## src/rtl/ccr_branch_unit_pkg.sv

```systemverilog
// Shared definitions for the condition-code register / branch unit:
// CCR layout, jump-type encodings and the jump decode helpers.
package ccr_branch_unit_pkg;

    localparam int CCR_W = 3;
    localparam int CCR_C = 2;
    localparam int CCR_N = 1;
    localparam int CCR_Z = 0;

    typedef enum logic [1:0] {
        JT_JZ  = 2'b00,
        JT_JN  = 2'b01,
        JT_JC  = 2'b10,
        JT_JMP = 2'b11
    } jump_type_e;

    // Condition for a jump against a given flag set; JMP is always true.
    function automatic logic jump_cond(input logic [CCR_W-1:0] flags, input jump_type_e jt);
        logic cond;
        case (jt)
            JT_JZ:   cond = flags[CCR_Z];
            JT_JN:   cond = flags[CCR_N];
            JT_JC:   cond = flags[CCR_C];
            JT_JMP:  cond = 1'b1;
            default: cond = 1'b0;
        endcase
        return cond;
    endfunction

    // One-hot of the flag a taken conditional jump consumes; JMP consumes none.
    function automatic logic [CCR_W-1:0] jump_clear_mask(input jump_type_e jt);
        logic [CCR_W-1:0] m;
        case (jt)
            JT_JZ:   m = 3'b001;
            JT_JN:   m = 3'b010;
            JT_JC:   m = 3'b100;
            JT_JMP:  m = 3'b000;
            default: m = 3'b000;
        endcase
        return m;
    endfunction

endpackage

```

## src/rtl/ccr_branch_unit_if.sv

```systemverilog
// Execute-side bus of the CCR/branch unit: flag updates, jump requests,
// interrupt save/restore controls and the resulting status.
interface ccr_branch_unit_if;
    import ccr_branch_unit_pkg::*;

    logic [CCR_W-1:0] alu_ccr;
    logic [CCR_W-1:0] ccr_mask;
    logic             jmp_valid;
    logic [1:0]       jmp_type;
    logic             int_save;
    logic             rti_restore;
    logic             stall;
    logic [CCR_W-1:0] ccr_out;
    logic             branch_taken;
    logic             stack_empty;
    logic             stack_full;
    logic             stack_err;

    modport master (
        output alu_ccr, ccr_mask, jmp_valid, jmp_type, int_save, rti_restore, stall,
        input  ccr_out, branch_taken, stack_empty, stack_full, stack_err
    );

    modport slave (
        input  alu_ccr, ccr_mask, jmp_valid, jmp_type, int_save, rti_restore, stall,
        output ccr_out, branch_taken, stack_empty, stack_full, stack_err
    );

endinterface

```

## src/rtl/ccr_branch_unit_stack.sv

```systemverilog
// Saturating LIFO of CCR frames for nested interrupts; owns the frame
// pointer and the sticky overflow/underflow/conflict error flag.
module ccr_branch_unit_stack
    import ccr_branch_unit_pkg::*;
#(
    parameter int STACK_DEPTH = 4
) (
    input  logic             clk,
    input  logic             rst,
    input  logic             stall,
    input  logic             push,
    input  logic             pop,
    input  logic [CCR_W-1:0] push_data,
    output logic [CCR_W-1:0] pop_data,
    output logic             pop_ok,
    output logic             empty,
    output logic             full,
    output logic             err
);

    localparam int PW = $clog2(STACK_DEPTH + 1);
    localparam int IW = (STACK_DEPTH > 1) ? $clog2(STACK_DEPTH) : 1;

    logic [PW-1:0]    ptr_q, ptr_d, ptr_m1_s;
    logic             err_q, err_d;
    logic [CCR_W-1:0] mem_q [STACK_DEPTH];
    logic [CCR_W-1:0] mem_d [STACK_DEPTH];
    logic [IW-1:0]    wr_idx_s, rd_idx_s;
    logic             push_ok_s, err_set_s;

    assign empty     = (ptr_q == {PW{1'b0}});
    assign full      = (ptr_q == PW'(STACK_DEPTH));
    assign ptr_m1_s  = ptr_q - PW'(1);
    assign wr_idx_s  = ptr_q[IW-1:0];
    assign rd_idx_s  = ptr_m1_s[IW-1:0];
    assign pop_data  = mem_q[rd_idx_s];
    assign err       = err_q;

    // A simultaneous push and pop is a conflict: neither side acts.
    assign push_ok_s = push & ~pop & ~full;
    assign pop_ok    = pop & ~push & ~empty;
    assign err_set_s = (push & pop) | (push & full) | (pop & empty);

    // Next pointer, frame contents and error flag; stall freezes everything.
    always_comb begin
        ptr_d = ptr_q;
        err_d = err_q;
        mem_d = mem_q;
        if (stall) begin
            ptr_d = ptr_q;
            err_d = err_q;
        end else begin
            if (push_ok_s) begin
                mem_d[wr_idx_s] = push_data;
                ptr_d           = ptr_q + PW'(1);
            end else if (pop_ok) begin
                ptr_d = ptr_m1_s;
            end else begin
                ptr_d = ptr_q;
            end
            if (err_set_s) begin
                err_d = 1'b1;
            end else begin
                err_d = err_q;
            end
        end
    end

    // Stack state registers; reset discards every frame at once.
    always_ff @(posedge clk or posedge rst) begin
        if (rst) begin
            ptr_q <= {PW{1'b0}};
            err_q <= 1'b0;
            for (int i = 0; i < STACK_DEPTH; i++) begin
                mem_q[i] <= {CCR_W{1'b0}};
            end
        end else begin
            ptr_q <= ptr_d;
            err_q <= err_d;
            mem_q <= mem_d;
        end
    end

endmodule

```

## src/rtl/ccr_branch_unit.sv

```systemverilog
// Architectural CCR {C,N,Z} with masked updates, conditional-jump resolution
// and interrupt flag save/restore. Define CCR_FWD_EN to resolve jumps against
// the same-cycle merged ALU flags instead of the registered CCR.
module ccr_branch_unit
    import ccr_branch_unit_pkg::*;
#(
    parameter int STACK_DEPTH = 4
) (
    input  logic              clk,
    input  logic              rst,
    ccr_branch_unit_if.slave  bus
);

    logic [CCR_W-1:0] ccr_q, ccr_d;
    logic [CCR_W-1:0] merged_s, eval_s, pop_data_s;
    jump_type_e       jt_s;
    logic             taken_s, pop_ok_s;
    logic             empty_s, full_s, err_s;

    assign jt_s     = jump_type_e'(bus.jmp_type);
    assign merged_s = (bus.alu_ccr & bus.ccr_mask) | (ccr_q & ~bus.ccr_mask);

`ifdef CCR_FWD_EN
    assign eval_s = merged_s;
`else
    assign eval_s = ccr_q;
`endif

    // Decision is deliberately not gated by stall so fetch sees it every cycle.
    assign taken_s = bus.jmp_valid & jump_cond(eval_s, jt_s);

    // Restore beats everything; otherwise masked merge, then the jump clear.
    always_comb begin
        ccr_d = ccr_q;
        if (bus.stall) begin
            ccr_d = ccr_q;
        end else if (pop_ok_s) begin
            ccr_d = pop_data_s;
        end else if (taken_s) begin
            ccr_d = merged_s & ~jump_clear_mask(jt_s);
        end else begin
            ccr_d = merged_s;
        end
    end

    // Architectural CCR register.
    always_ff @(posedge clk or posedge rst) begin
        if (rst) begin
            ccr_q <= {CCR_W{1'b0}};
        end else begin
            ccr_q <= ccr_d;
        end
    end

    ccr_branch_unit_stack #(
        .STACK_DEPTH (STACK_DEPTH)
    ) u_stack (
        .clk       (clk),
        .rst       (rst),
        .stall     (bus.stall),
        .push      (bus.int_save),
        .pop       (bus.rti_restore),
        .push_data (ccr_q),
        .pop_data  (pop_data_s),
        .pop_ok    (pop_ok_s),
        .empty     (empty_s),
        .full      (full_s),
        .err       (err_s)
    );

    assign bus.ccr_out      = ccr_q;
    assign bus.branch_taken = taken_s;
    assign bus.stack_empty  = empty_s;
    assign bus.stack_full   = full_s;
    assign bus.stack_err    = err_s;

endmodule

```

## src/flat_wrapper.sv

```systemverilog
// flat-port wrapper written by rule: the top's interface ports become plain ports
module ccr_branch_unit_flat import ccr_branch_unit_pkg::*;
#(
    parameter int STACK_DEPTH = 4
)
  (clk, rst, bus_alu_ccr, bus_ccr_mask, bus_jmp_valid, bus_jmp_type, bus_int_save, bus_rti_restore, bus_stall, bus_ccr_out, bus_branch_taken, bus_stack_empty, bus_stack_full, bus_stack_err);
  ccr_branch_unit_if bus_i ();
  input  logic clk;
  input  logic rst;
  input wire logic [$bits(bus_i.alu_ccr)-1:0] bus_alu_ccr;
  input wire logic [$bits(bus_i.ccr_mask)-1:0] bus_ccr_mask;
  input wire logic [$bits(bus_i.jmp_valid)-1:0] bus_jmp_valid;
  input wire logic [$bits(bus_i.jmp_type)-1:0] bus_jmp_type;
  input wire logic [$bits(bus_i.int_save)-1:0] bus_int_save;
  input wire logic [$bits(bus_i.rti_restore)-1:0] bus_rti_restore;
  input wire logic [$bits(bus_i.stall)-1:0] bus_stall;
  output wire logic [$bits(bus_i.ccr_out)-1:0] bus_ccr_out;
  output wire logic [$bits(bus_i.branch_taken)-1:0] bus_branch_taken;
  output wire logic [$bits(bus_i.stack_empty)-1:0] bus_stack_empty;
  output wire logic [$bits(bus_i.stack_full)-1:0] bus_stack_full;
  output wire logic [$bits(bus_i.stack_err)-1:0] bus_stack_err;
  assign bus_i.alu_ccr = bus_alu_ccr;
  assign bus_i.ccr_mask = bus_ccr_mask;
  assign bus_i.jmp_valid = bus_jmp_valid;
  assign bus_i.jmp_type = bus_jmp_type;
  assign bus_i.int_save = bus_int_save;
  assign bus_i.rti_restore = bus_rti_restore;
  assign bus_i.stall = bus_stall;
  assign bus_ccr_out = bus_i.ccr_out;
  assign bus_branch_taken = bus_i.branch_taken;
  assign bus_stack_empty = bus_i.stack_empty;
  assign bus_stack_full = bus_i.stack_full;
  assign bus_stack_err = bus_i.stack_err;
  ccr_branch_unit #(.STACK_DEPTH(STACK_DEPTH)) u_core (.clk(clk), .rst(rst), .bus(bus_i));
endmodule
```

## config.mk

```make
export PLATFORM = sky130hd
export DESIGN_NAME = ccr_branch_unit_flat
export DESIGN_NICKNAME = d
export VERILOG_FILES = /design/src/rtl/ccr_branch_unit_pkg.sv /design/src/rtl/ccr_branch_unit_if.sv /design/src/rtl/ccr_branch_unit_stack.sv /design/src/rtl/ccr_branch_unit.sv /design/src/flat_wrapper.sv
export SDC_FILE = /design/constraint.sdc
export NUM_CORES = 1
export LEC_CHECK = 0
export CORE_MARGIN = 1.5
export CORE_UTILIZATION = 50
export DETAILED_ROUTE_END_ITERATION = 8
export PLACE_DENSITY = 0.78
export SLEW_MARGIN = 0
export SYNTH_ARGS = -nofsm -noshare
export SYNTH_HDL_FRONTEND = slang
export SYNTH_HIERARCHICAL = 1
export SYNTH_SLANG_ARGS = --single-unit
export TNS_END_PERCENT = 20
```

## constraint.sdc

```tcl
create_clock -name clk -period 3 [get_ports clk]
set_input_delay 0.3 -clock clk [delete_from_list [all_inputs] [get_ports clk]]
set_output_delay 0.3 -clock clk [all_outputs]
set_load 0.01 [all_outputs]
```

==> metrics.md <==
| Metric | Value |
|---|---|
| Worst Setup End Kind | `output port` |
| Top area cells in the synthesized netlist | `dfrtp_1, mux2_2, mux4_2` |
| Root buf cell | `clkbuf_4` |
| Final core utilization | `66.88%` |
| Nets | `135` |
| Sequential Area | `475.5 um^2` |
| Final global-route overflow total | `0` |
| Dpl hpwl | `1845 um` |
| Share of cells above drive strength 1 | `21.74%` |
| Port Buffer Count | `20` |
| Post-synthesis mux area share | `24.71%` |
| Fmax | `444.2 MHz` |
| Required @ worst endpoint | `2.70 ns` |
| Worst hold slack | `0.1815 ns` |
| Vias in the first global route | `828` |
| Avg Cell Area, Syn | `11.85 um^2` |
| Full die area | `0.002445 mm^2` |
| Met2 wire length | `1184 um` |
| Worst endpoint data arrival time | `1.95 ns` |
| Final Slew Violations | `0` |
| Slew at the pin closest to its max-slew limit | `0.6227 ns` |
| Worst vdd ir | `0.4793 mV` |
| Share of the synthesized area in the top cell type | `44.08%` |
| Final TNS setup | `0 ns` |
| Vias | `805` |
| CTS tree | `yes` |
| Hold buffers post-CTS | `0` |
| Largest net degree at the start of global routing | `17` |
| Top layer used by detailed routing | `met4` |
| Final routed DRC violation total | `0` |
| Chip height | `49.45 um` |
| Static leakage | `0.0006040 uW` |
| Setup CP Type | `flip-flop to output port` |
| Fin worst setup slack | `0.7488 ns` |
| Core area | `0.002002 mm^2` |
| Via-to-Cell Ratio | `5.669` |
| Most instantiated cells after synthesis | `dfrtp_1, mux2_2, nand2_1` |
| Adder-cell share of the synthesized area | `5.800%` |
| Post-DRT Antenna Nets | `0` |
| Post-synth top area cell | `dfrtp_1` |
| Main synth FF type | `dfrtp_1` |
| Antenna Cells | `0` |
| Cts repair resizes | `0` |
| # rows | `16` |
| HP Class | `input port to asynchronous set/reset pin` |
| Combinational family with the most area after synthesis | `multiplexers` |
| Mapped Cells | `91` |
| H-tree levels | `1` |
| Initial DRC Count | `28` |
| Wire length on met1 | `1076 um` |
| Syn nets | `110` |
| Final setup viols | `0` |
| First-pass DRT Iterations | `4` |
| Synth Register Bits | `19` |
| Dominant cell by count in the synthesized netlist | `dfrtp_1` |
| Routed WL | `2400 um` |
| Starting Density | `53.87%` |
| Netlist Area Pre-Place | `0.001079 mm^2` |
| Area of the multi-input gates | `576.8 um^2` |
| Synth Area in Compound Gates | `8.005%` |
| Post-Synth Simple-Gate Area | `13.34%` |
| Total number of yosys warnings | `6` |
| Final period util | `75.04%` |
| Overall Global Routing Usage | `22.48%` |
| Final min period | `2.251 ns` |
| Max-capacitance violation count | `0` |
| RSZ-0062 raised after global routing | `false` |
| Critical path peak fanout | `6` |
| Clock sink count | `19` |
| Post-CTS setup buffer count | `0` |
| Synth unique cells | `28` |
| Pwr Density | `827.3 mW/mm^2` |
| Routed wl met3 | `106 um` |
| Initial antenna violation count | `0` |
| Num ports | `21` |
| Avg WL per Cell | `16.90 um` |
| EDFF count, synth | `0` |
| Startpoint Class | `flip-flop` |
| Clock buffer depth | `2` |
| Xor and xnor fraction of the mapped netlist area | `1.624%` |
| Dpl cell area | `0.001313 mm^2` |
| Placer congestion estimate | `0.8338` |
| Area growth syn-to-layout | `24.13%` |
| Final-report hold violation count | `0` |
| Reg clk slew, reported paths | `0.10 ns` |
| Max transition margin | `58.44%` |
| Die Width | `49.45 um` |
| DP Worst Slack | `0.8578 ns` |
| Synth async-reset ratio | `100.0%` |
| First-pass GRT wire length | `4036 um` |
| Design area | `0.001339 mm^2` |
| Clock skew | `0.008341 ns` |
| CTS Buf Count | `3` |
| Worst-Skew Late Latency | `0.30 ns` |
| Outcome | `finished clean` |
| Sequential share of the synthesized area | `44.08%` |
| Filler Cell Count | `162` |
per-layer routing:
metal	vias up	GRT usage, %
met3	6	6.748
met1	403	30.48
met5	-	0
li1	378	-
met2	18	35.59
met4	0	5.093
cell type report:
cell class,instances,share of cell area (%)
tap,27,2.523
timing repair buffer,20,14.95
multi-input combinational,65,43.08
clock buffer,4,1.963
sequential,19,35.51
inverter,7,1.963
per-stage QoR:
step                      power (uW)  cells
after floorplan                789.2     91
after global placement         944.8    138
after detailed placement       975.0    138
after CTS                       1106    142
after global routing            1187    142
final                           1108    142
where the power goes:
| group | switching [uW] | internal, uW |
|---|---|---|
| combinational | 201 | 284 |
| clock | 74.7 | 51.8 |
| sequential | 129 | 367 |
sequential cells by signal (all words and copies together) (netlist names):
signal                flops
u_core/bus.ccr_out        3
u_core/u_stack/err        1
u_core/u_stack/ptr_q      3
u_core/u_stack/mem_q     12
layout by cell type (no fill, tap or decap), types with 3 or more instances in the layout:
cell             instances
clkdlybuf4s50_1         20
dfrtp_1                 19
mux2_2                  15
nand2_1                  9
inv_1                    7
ha_1                     5
a21oi_1                  4
clkbuf_4                 3
mux2i_1                  3
o31ai_1                  3
mux4_2                   3
worst paths after layout:
| check | start | end | slack (ns) | cells past startpoint |
|---|---|---|---|---|
| max | u_core/u_stack/ptr_q[0] | bus_stack_empty | 0.75 | 4 |
| min | rst | u_core/bus.ccr_out[2] | 0.18 | 2 |
| max reg2reg | u_core/u_stack/ptr_q[0] | u_core/bus.ccr_out[1] | 0.82 | 7 |
| min reg2reg | u_core/u_stack/err | u_core/u_stack/err | 0.48 | 1 |
| max in group asynchronous | rst | u_core/u_stack/mem_q[8] | 2.19 | 2 |
| min in group clk | u_core/u_stack/err | u_core/u_stack/err | 0.48 | 1 |
critical path, cell delays in order, from the launching register on:
cell             delay (ns)
dfrtp_1                0.50
inv_1                  0.18
ha_1                   0.22
nor2b_2                0.20
clkdlybuf4s50_1        0.56
cell families after synthesis:
family                   Yosys count
adder cells (fa/ha/maj)            5
flip-flops                        19
XOR/XNOR                           2
AO/OA/AOI/OAI                     13
buffers and inverters              7
AND/OR/NAND/NOR                   24
multiplexers                      21
No activity file was read; power rests on OpenSTA's default activity.
